`src/rtl/mux_scan_ctrl_pkg.sv`:
```
// Shared definitions for the mux scan controller: state encoding,
// select width, channel count and dwell counter width.
package mux_scan_pkg;

  localparam int SEL_W = 2;
  localparam int N_CH  = 4;
  localparam int CNT_W = 8;

  typedef enum logic [1:0] {
    IDLE = 2'd0,
    SCAN = 2'd1,
    DONE = 2'd2
  } state_t;

endpackage

```
`src/rtl/mux_scan_ctrl_if.sv`:
```
// Control/status bundle between the scan controller and its environment.
//
// Handshake: start, abort and cont are level inputs sampled on the rising
// edge. valid is a one-cycle pulse with no ready; data_out is stable from
// that pulse until the next one. There is no backpressure.
//
// state is a read-only debug view of the controller FSM.
interface mux_scan_ctrl_if;
  import mux_scan_pkg::*;

  logic             start;
  logic             cont;
  logic             abort;
  logic             y;
  logic [SEL_W-1:0] sel;
  logic             busy;
  logic             valid;
  logic [N_CH-1:0]  data_out;
  state_t           state;

  modport master (
    output start, cont, abort, y,
    input  sel, busy, valid, data_out, state
  );

  modport slave (
    input  start, cont, abort, y,
    output sel, busy, valid, data_out, state
  );

endinterface

```
`src/rtl/mux_scan_ctrl_dwell_counter.sv`:
```
// Dwell counter: counts enabled cycles and flags the last cycle of a dwell.
// clr has priority over en; the count wraps to 0 through clr at terminal
// count, so it never exceeds DWELL-1.
module dwell_counter
  import mux_scan_pkg::*;
#(
  parameter int DWELL = 4
) (
  input  logic clk,
  input  logic rst,
  input  logic clr,
  input  logic en,
  output logic tc
);

  localparam logic [CNT_W-1:0] LAST = CNT_W'(DWELL - 1);

  logic [CNT_W-1:0] count;

  // Count enabled cycles; clear on reset or explicit clear.
  always_ff @(posedge clk) begin
    if (rst || clr) begin
      count <= '0;
    end else if (en) begin
      count <= count + CNT_W'(1);
    end
  end

  assign tc = (count == LAST);

endmodule

```
`src/rtl/mux_scan_ctrl.sv`:
```
// Scan controller for a downstream 4:1 mux. Steps sel through all four
// channels, holds each for DWELL cycles so the mux output can settle, and
// samples y on the last cycle of each dwell. A complete sweep is published
// on data_out together with a one-cycle valid pulse.
module mux_scan_ctrl
  import mux_scan_pkg::*;
#(
  parameter int DWELL = 4
) (
  input logic           clk,
  input logic           rst,
  mux_scan_ctrl_if.slave bus
);

  state_t           state;
  logic [SEL_W-1:0] sel;
  logic             busy;
  logic             valid;
  logic [N_CH-1:0]  shadow;
  logic [N_CH-1:0]  next_shadow;
  logic [N_CH-1:0]  data_out;
  logic             tc;
  logic             cnt_en;
  logic             cnt_clr;

  // The counter only runs in SCAN; it restarts at every dwell boundary and
  // whenever the sweep is abandoned.
  assign cnt_en  = (state == SCAN);
  assign cnt_clr = (state != SCAN) || tc || bus.abort;

  dwell_counter #(
    .DWELL (DWELL)
  ) u_dwell (
    .clk (clk),
    .rst (rst),
    .clr (cnt_clr),
    .en  (cnt_en),
    .tc  (tc)
  );

  // Shadow with the current channel's bit replaced by y; lets the final
  // sample land in data_out on the same edge it is taken.
  always_comb begin
    next_shadow      = shadow;
    next_shadow[sel] = bus.y;
  end

  // Sweep FSM with sel, shadow and data_out registers.
  always_ff @(posedge clk) begin
    if (rst) begin
      state    <= IDLE;
      sel      <= '0;
      busy     <= 1'b0;
      valid    <= 1'b0;
      shadow   <= '0;
      data_out <= '0;
    end else begin
      valid <= 1'b0;
      case (state)
        IDLE: begin
          sel  <= '0;
          busy <= 1'b0;
          if (bus.start && !bus.abort) begin
            state <= SCAN;
            busy  <= 1'b1;
          end
        end
        SCAN: begin
          if (bus.abort) begin
            state <= IDLE;
            sel   <= '0;
            busy  <= 1'b0;
          end else if (tc) begin
            shadow <= next_shadow;
            if (sel == SEL_W'(N_CH - 1)) begin
              state    <= DONE;
              valid    <= 1'b1;
              data_out <= next_shadow;
            end else begin
              sel <= sel + SEL_W'(1);
            end
          end
        end
        DONE: begin
          sel <= '0;
          if (bus.cont && !bus.abort) begin
            state <= SCAN;
          end else begin
            state <= IDLE;
            busy  <= 1'b0;
          end
        end
        default: begin
          state <= IDLE;
          sel   <= '0;
          busy  <= 1'b0;
        end
      endcase
    end
  end

  assign bus.sel      = sel;
  assign bus.busy     = busy;
  assign bus.valid    = valid;
  assign bus.data_out = data_out;
  assign bus.state    = state;

endmodule

```
`src/flat_wrapper.sv`:
```
// flat-port wrapper written by rule: the top's interface ports become plain ports
module mux_scan_ctrl_flat import mux_scan_pkg::*;
#(
  parameter int DWELL = 4
)
  (clk, rst, bus_start, bus_cont, bus_abort, bus_y, bus_sel, bus_busy, bus_valid, bus_data_out, bus_state);
  mux_scan_ctrl_if bus_i ();
  input logic clk;
  input logic rst;
  input wire logic [$bits(bus_i.start)-1:0] bus_start;
  input wire logic [$bits(bus_i.cont)-1:0] bus_cont;
  input wire logic [$bits(bus_i.abort)-1:0] bus_abort;
  input wire logic [$bits(bus_i.y)-1:0] bus_y;
  output wire logic [$bits(bus_i.sel)-1:0] bus_sel;
  output wire logic [$bits(bus_i.busy)-1:0] bus_busy;
  output wire logic [$bits(bus_i.valid)-1:0] bus_valid;
  output wire logic [$bits(bus_i.data_out)-1:0] bus_data_out;
  output wire logic [$bits(bus_i.state)-1:0] bus_state;
  assign bus_i.start = bus_start;
  assign bus_i.cont = bus_cont;
  assign bus_i.abort = bus_abort;
  assign bus_i.y = bus_y;
  assign bus_sel = bus_i.sel;
  assign bus_busy = bus_i.busy;
  assign bus_valid = bus_i.valid;
  assign bus_data_out = bus_i.data_out;
  assign bus_state = bus_i.state;
  mux_scan_ctrl #(.DWELL(DWELL)) u_core (.clk(clk), .rst(rst), .bus(bus_i));
endmodule
```
`config.mk`:
```
export PLATFORM = sky130hd
export DESIGN_NAME = mux_scan_ctrl_flat
export DESIGN_NICKNAME = d
export VERILOG_FILES = /design/src/rtl/mux_scan_ctrl_pkg.sv /design/src/rtl/mux_scan_ctrl_if.sv /design/src/rtl/mux_scan_ctrl_dwell_counter.sv /design/src/rtl/mux_scan_ctrl.sv /design/src/flat_wrapper.sv
export SDC_FILE = /design/constraint.sdc
export NUM_CORES = 1
export LEC_CHECK = 0
export ABC_AREA = 1
export BUFFER_PORTS_ARGS = -buffer_cell sky130_fd_sc_hd__buf_2
export CORE_MARGIN = 4
export CORE_UTILIZATION = 50
export DETAILED_ROUTE_END_ITERATION = 10
export HOLD_SLACK_MARGIN = 0.03
export PLACE_DENSITY_LB_ADDON = 0.08
export SLEW_MARGIN = 30
export SYNTH_ARGS = -nofsm -noshare
export SYNTH_HDL_FRONTEND = slang
export SYNTH_SLANG_ARGS = --single-unit
```
`constraint.sdc`:
```
create_clock -name clk -period 3.95 [get_ports clk]
set_input_delay 0.395 -clock clk [delete_from_list [all_inputs] [get_ports clk]]
set_output_delay 0.395 -clock clk [all_outputs]
set_load 0.01 [all_outputs]
```
==> flow_metrics.py, run 1 <==
metrics = {
    "global_routing": {
        "grt_max_degree": 13,
        "grt_overflow_total": 0,
        "grt_usage_pct": 15.9,
        "antenna_found_initial": 0,
        "grt_pass1_wl_um": 4170,
        "grt_pass1_vias": 1036,
    },
    "die": {
        "die_x_um": 56.2,
        "core.rowCount": 17,
        "dieArea_um2": 3160,
        "initial_utilization_pct": 52.6,
        "core_area_um2": 2210,
        "num_io_pins": 16,
        "die_h_um": 56.2,
    },
    "clocking": {
        "numCtsBuffers": 3,
        "cts.sinks": 21,
        "clk_path_buf_depth": 2,
        "cts_resized": 0,
        "cts_root_buf": "clkbuf_4",
        "cts.htree.levels": 1,
        "ctsHoldBuffers": 0,
        "clkSlewWorstSetupHoldPaths_ps": 120,
        "insertion_delay_ps": 300,
        "cts_setup_buffers": 0,
        "cts_tree": "built",
    },
    "cells_and_area": {
        "drive_above_1_share_pct": 17.4,
        "stdcell_count": 212,
        "fillers": 225,
        "syn_to_final_growth_pct": 11.5,
        "multiInputGateArea_um2": 646,
        "nNetsFinal": 196,
        "antenna_cells": 0,
        "seq_area_um2": 420,
    },
    "timing": {
        "drv_slew": 0,
        "rsz0062_at_grt": "no",
        "tns_ps": 0,
        "setup_viol": 0,
        "period_share_pct": 35.2,
        "fin_skew_ps": 1.65,
        "relSlewSlack_pct": 73.8,
        "worst_slew_pin_slew_ps": 393,
        "hold_viol_final": 0,
        "max_freq_ghz": 0.720,
        "finalCriticalPeriod_ps": 1390,
    },
    "place": {
        "placedCellCount": 208,
        "place_congestion": 0.788,
        "port_buffers": 15,
        "dp_hpwl_um": 1800,
    },
    "detailed_routing": {
        "ant_nets": 0,
        "drc": 0,
        "drt-total-wl_um": 2240,
        "vias_per_cell": 4.84,
        "vias": 1027,
        "wire_per_inst_um": 10.5,
        "drt_first_iter_violations": 24,
        "drt_pass1_iterations": 4,
    },
    "power": {
        "power.switching_w": 0.0000837,
        "p_leak_nw": 0.604,
        "p_int_w": 0.000259,
        "power_switching_share_pct": 24.4,
        "p_comb_share_pct": 7.6,
        "irDropWorstVdd_v": 0.000178,
        "p_clk_share_pct": 30.0,
        "powerDensity_nw_per_um2": 264,
        "p_seq_share_pct": 62.5,
    },
    "synthesis": {
        "syn_area_per_cell_um2": 7.01,
        "seq_area_frac_synth_pct": 36.1,
        "ys_types": 20,
        "synthCells": 166,
        "yosysWarnings": 0,
        "syn-num-nets": 177,
        "netlist_area_um2": 1160,
        "ys_ff_latch": 21,
    },
    "setup_path": {
        "r2r_slack_ps": 2560,
        "critPathRequiredTime_ps": 4200,
        "startpoint_type": "register",
        "critPathMaxFanout": 9,
        "worst-setup-path-type": "register to register",
        "critPathArrivalTime_ps": 1640,
        "end_kind": "register",
    },
    "worst_hold_path": {
        "hp-class": "primary input to register",
    },
    "run": {
        "max_cap_violations": 0,
    },
    "status": {
        "run_status": "finished clean",
    },
}
==> power groups by stage <==
stage | registers [W] | logic [W] | clock network, W
3_3_place_gp | 0.000219 | 0.0000252 | 0
2_1_floorplan | 0.000220 | 0.0000173 | 0
4_1_cts | 0.000214 | 0.0000261 | 0.000106
3_5_place_dp | 0.000219 | 0.0000259 | 0
5_1_grt | 0.000215 | 0.0000291 | 0.000114
6_report | 0.000214 | 0.0000260 | 0.000103
==> layout by cell type, fill, tap and decap left out <==
cell type	netlist	final
nor2_4	2	2
nand3_4	1	1
clkbuf_4	0	3
nand2_2	2	2
nand2_4	2	2
nor2_8	3	3
nand3_2	1	1
nor2_1	27	27
buf_2	0	15
inv_2	2	2
ha_1	5	5
a21oi_1	8	8
nand2_1	44	44
nand3b_1	1	1
nor3_1	2	2
clkinv_2	0	1
nand4_1	5	5
inv_1	23	23
nor3b_1	1	1
dfxtp_1	21	21
o21ai_0	6	6
nand3_1	9	9
==> layer usage <==
layer	wire length, um	vias to the layer above	GRT usage (%)	share of wire, %
li1	-	552	-	-
met1	1060	460	19.1	47
met2	1100	11	28.7	49
met3	46	4	2.09	2.1
met4	24	0	5.08	1.1
met5	0	-	0	0
==> cells in the mapped netlist <==
master    number  area, um2
nand2_4        2       22.5
nand2_1       44        165
buf_1          1       3.75
nand3_4        1       17.5
a21oi_1        8       40.0
nand2_2        2       12.5
nor3_1         2       10.0
o21ai_0        6       30.0
dfxtp_1       21        420
nand3b_1       1       7.51
nand4_1        5       31.3
nor3b_1        1       7.51
nand3_2        1       10.0
inv_2          2       7.51
ha_1           5       62.6
nor2_1        27        101
nor2_8         3       60.1
inv_1         23       86.3
nand3_1        9       45.0
nor2_4         2       22.5
==> area by class of cell <==
cell class / instances / share of cell area (%)
clock buffers: 3 / 1.74
clock inverters: 1 / 0.386
flip-flops and latches: 21 / 32.4
multi-input cells: 119 / 49.8
inverters: 25 / 7.23
well taps: 28 / 2.70
repair buffers: 15 / 5.79
==> state kept, by name, summed over array words and instances, names as in the netlist <==
| register | cells |
|---|---|
| u_core.u_dwell.count | 8 |
| u_core.bus.data_out | 4 |
| u_core.shadow | 3 |
| u_core.bus.sel | 2 |
| u_core.bus.state | 2 |
| u_core.bus.busy | 1 |
| u_core.bus.valid | 1 |
==> worst paths after layout <==
path,start,end,cells past startpoint
hold reg to reg,u_core.bus.busy,u_core.bus.busy,2
setup / recovery,u_core.u_dwell.count[0],u_core.bus.data_out[0],7
hold / removal,rst,u_core.bus.busy,2
setup reg to reg,u_core.u_dwell.count[0],u_core.bus.data_out[0],7
==> cell families after synthesis <==
kind of cell / after synthesis / synth area share, %
flops: 21 / 36.1
compound gates: 14 / 6.02
simple gates: 100 / 44.1
buf+inv: 26 / 8.39
fa+ha+maj: 5 / 5.38
==> through the flow <==
step	worst slack [ps]	hold slack (ps)	instance area (um2)	utilization, %	total power, W
final	2560	277	1300	58.7	0.000343
after global routing	2420	285	1300	58.7	0.000358
after CTS	2530	275	1300	58.7	0.000346
after detailed placement	2570	453	1270	57.4	0.000245
after global placement	2600	450	1270	57.4	0.000244
after floorplan	2720	450	1160	-	0.000237
==> critical path, cell delays in order, from the launching register on <==
cell,delay [ps]
dfxtp_1,390
ha_1,240
nand3_2,140
nor2_8,210
nand3_4,130
nand2_1,90
inv_1,40
nor2_1,90
Power figures use the tool's default switching activity.
==> run 2: changes to the inputs <==
--- a/config.mk
+++ b/config.mk
@@ -5,7 +5,7 @@
 export SDC_FILE = /design/constraint.sdc
 export NUM_CORES = 1
 export LEC_CHECK = 0
-export ABC_AREA = 1
+export ABC_AREA = 0
 export BUFFER_PORTS_ARGS = -buffer_cell sky130_fd_sc_hd__buf_2
 export CORE_MARGIN = 4
 export CORE_UTILIZATION = 50
==> constraint.sdc (replaced) <==
create_clock -name clk -period 1.3 [get_ports clk]
set_input_delay 0.13 -clock clk [delete_from_list [all_inputs] [get_ports clk]]
set_output_delay 0.13 -clock clk [all_outputs]
set_load 0.01 [all_outputs]
==> run 2 against run 1 <==
The flow now finishes with violations (negative setup slack). Critical path depth is 3 lower. Sequential cell count unchanged. Hold slack lost 220 ps. Power rose to 3.0 times the previous value. Die area is 9.9% lower. Sequential power increased to 3.0 times the previous value. Synthesized area shrank 12%. Combinational power increased by 150%. Routed wire length up 1.4%. Maximum frequency fell by 11%. Register-to-register slack worse by 2800 ps. Synthesized cell count down 34%.
==> flow_metrics.py, run 2 <==
metrics = {
    "setup_path": {
        "r2r_slack_ps": -260,
        "crit_path_top_delay_cell": "or4b_4",
        "critPathArrivalTime_ps": 1810,
        "end_kind": "register",
        "critPathRequiredTime_ps": 1550,
        "path_cells": "ha_4 > or4b_4 > or4_1 > a21oi_1",
        "worst-setup-path-type": "register to register",
        "startpoint_type": "register",
        "crit_path_max_incr_delay_ps": 470,
        "critPathMaxFanout": 3,
    },
    "clocking": {
        "cts_tree": "built",
        "ctsHoldBuffers": 0,
        "numCtsBuffers": 3,
        "clk_path_buf_depth": 2,
        "cts.htree.levels": 1,
        "cts_root_buf": "clkbuf_4",
        "insertion_delay_ps": 310,
        "cts.sinks": 21,
        "clkSlewWorstSetupHoldPaths_ps": 110,
    },
    "cells_and_area": {
        "nNetsFinal": 165,
        "stdcell_count": 180,
        "layout_common_cells": "buf_4 (24), buf_2 (15), dfxtp_1 (14)",
        "drive_above_1_share_pct": 43.1,
        "top_register": "u_core.u_dwell.count",
        "antenna_cells": 0,
        "final_common_cell": "buf_4",
        "largest_reg_flops": 8,
        "top_regs": "u_core.u_dwell.count: 8 flops, u_core.bus.data_out: 4 flops, u_core.shadow: 3 flops",
        "syn_to_final_growth_pct": 37.8,
    },
    "power": {
        "p_leak_nw": 0.603,
        "irDropWorstVdd_v": 0.000675,
        "power_w": 0.00103,
        "powerDensity_nw_per_um2": 726,
    },
    "global_routing": {
        "grt_overflow_total": 0,
        "grt_pass1_vias": 877,
        "antenna_found_initial": 0,
        "grt_pass1_wl_um": 3700,
        "grt_usage_pct": 18.0,
        "grt_max_degree": 14,
    },
    "synthesis": {
        "yosys-top-cells-count": "dfxtp_1 (21), a21oi_1 (9), nor2_1 (9), mux2i_1 (7)",
        "netlist_area_um2": 1030,
        "synthCells": 110,
        "yosysMostFrequentCell": "dfxtp_1",
        "synth_area_leaders": "dfxtp_1 (41%), mux2i_1 (6.8%), ha_1 (6.1%), a21oi_1 (4.4%), nor2_1 (3.3%)",
        "synth_edf_count": 0,
        "synth_top_area_share_pct": 40.8,
        "syn_area_per_cell_um2": 9.36,
        "ys_types": 30,
        "yosysWarnings": 0,
        "async_flop_share_pct": 0,
        "synthFlopType": "dfxtp_1",
        "synth_top_area_cell": "dfxtp_1",
        "seq_area_frac_synth_pct": 40.8,
        "ys_ff_latch": 21,
        "syn-num-nets": 121,
    },
    "die": {
        "core.rowCount": 16,
        "die_h_um": 53.4,
        "dieArea_um2": 2850,
        "initial_utilization_pct": 52.5,
        "core_area_um2": 1960,
        "num_io_pins": 16,
        "die_x_um": 53.4,
    },
    "timing": {
        "fin_skew_ps": 2.11,
        "relSlewSlack_pct": 84.0,
        "worst_slew_pin_slew_ps": 239,
        "rsz0062_at_grt": "yes",
        "finalCriticalPeriod_ps": 1560,
        "drv_slew": 0,
        "setup_viol": 20,
        "max_freq_ghz": 0.641,
        "period_share_pct": 120,
        "tns_ps": -2950,
        "fin_ws_ps": -261,
        "hold_viol_final": 0,
    },
    "place": {
        "place_ws_ps": -247,
        "port_buffers": 15,
        "dp_hpwl_um": 1780,
        "placedCellCount": 173,
        "place_congestion": 0.843,
    },
    "run": {
        "max_cap_violations": 0,
    },
    "detailed_routing": {
        "drt_first_iter_violations": 12,
        "vias": 948,
        "wire_per_inst_um": 12.6,
        "vias_per_cell": 5.27,
        "drc": 0,
        "drt_pass1_iterations": 6,
        "drt-total-wl_um": 2270,
        "ant_nets": 0,
    },
    "status": {
        "run_status": "complete, but fails checks",
        "violations": "negative setup slack",
    },
    "worst_hold_path": {
        "hp-class": "primary input to register",
    },
}
[run 2: what timing repair did]
item                                    CTS  global route
gates resized for setup                   9             2
buffers inserted                          3             0
pin swaps                                 4             2
gates cloned                              0             0
endpoints found under the setup margin   19            20
[run 2: report_power, final]
part | internal, W | switching, W
registers | 0.000646 | 0.00000398
clock network | 0.000115 | 0.000201
logic | 0.0000302 | 0.0000344
[run 2: cells by family after synthesis]
group	share of synthesized area, %
buffers and inverters	2.55
AO/OA/AOI/OAI	12.0
flip-flops	40.8
multiplexers	10.1
XOR/XNOR	0.851
AND/OR/NAND/NOR	27.6
adder cells (fa/ha/maj)	6.08
[run 2: critical path, delay by kind of cell, from the launching register on]
family                   cells  cell delay, ps
AND/OR/NAND/NOR              2             870
adder cells (fa/ha/maj)      1             130
AO/OA/AOI/OAI                1             120
flip-flops                   1             370
[run 2: final cells by class]
type | count | area [um2]
clock buffer | 3 | 22.5
timing repair buffer | 40 | 275
multi-input combinational | 82 | 628
inverter | 6 | 22.5
tap | 27 | 33.8
clock inverter | 1 | 5.00
fill | 159 | 543
sequential | 21 | 432
[run 2: path summary, 6_finish.rpt]
path | start | end | depth (start not counted)
setup / recovery | u_core.u_dwell.count[1] | u_core.bus.sel[0] | 4
hold / removal | bus_abort | u_core.bus.busy | 2
setup reg to reg | u_core.u_dwell.count[1] | u_core.bus.sel[0] | 4
hold reg to reg | u_core.bus.data_out[3] | u_core.bus.data_out[3] | 2
[run 2: routing by layer]
layer,vias up,wire length (um),track usage [%]
li1,487,-,-
met1,439,1080,22.2
met2,17,1070,30.2
met3,5,78,3.38
met4,0,38,7.66
met5,-,0,0
[run 2: metrics by stage]
stage / hold WS (ps) / instance area (um2) / util [%]
finish: 58.2 / 1420 / 72.3
CTS: 47.7 / 1410 / 72.1
global placement: 386 / 1330 / 67.7
detailed placement: 391 / 1330 / 67.7
global route: 59.6 / 1420 / 72.3
floorplan: 208 / 1060 / -
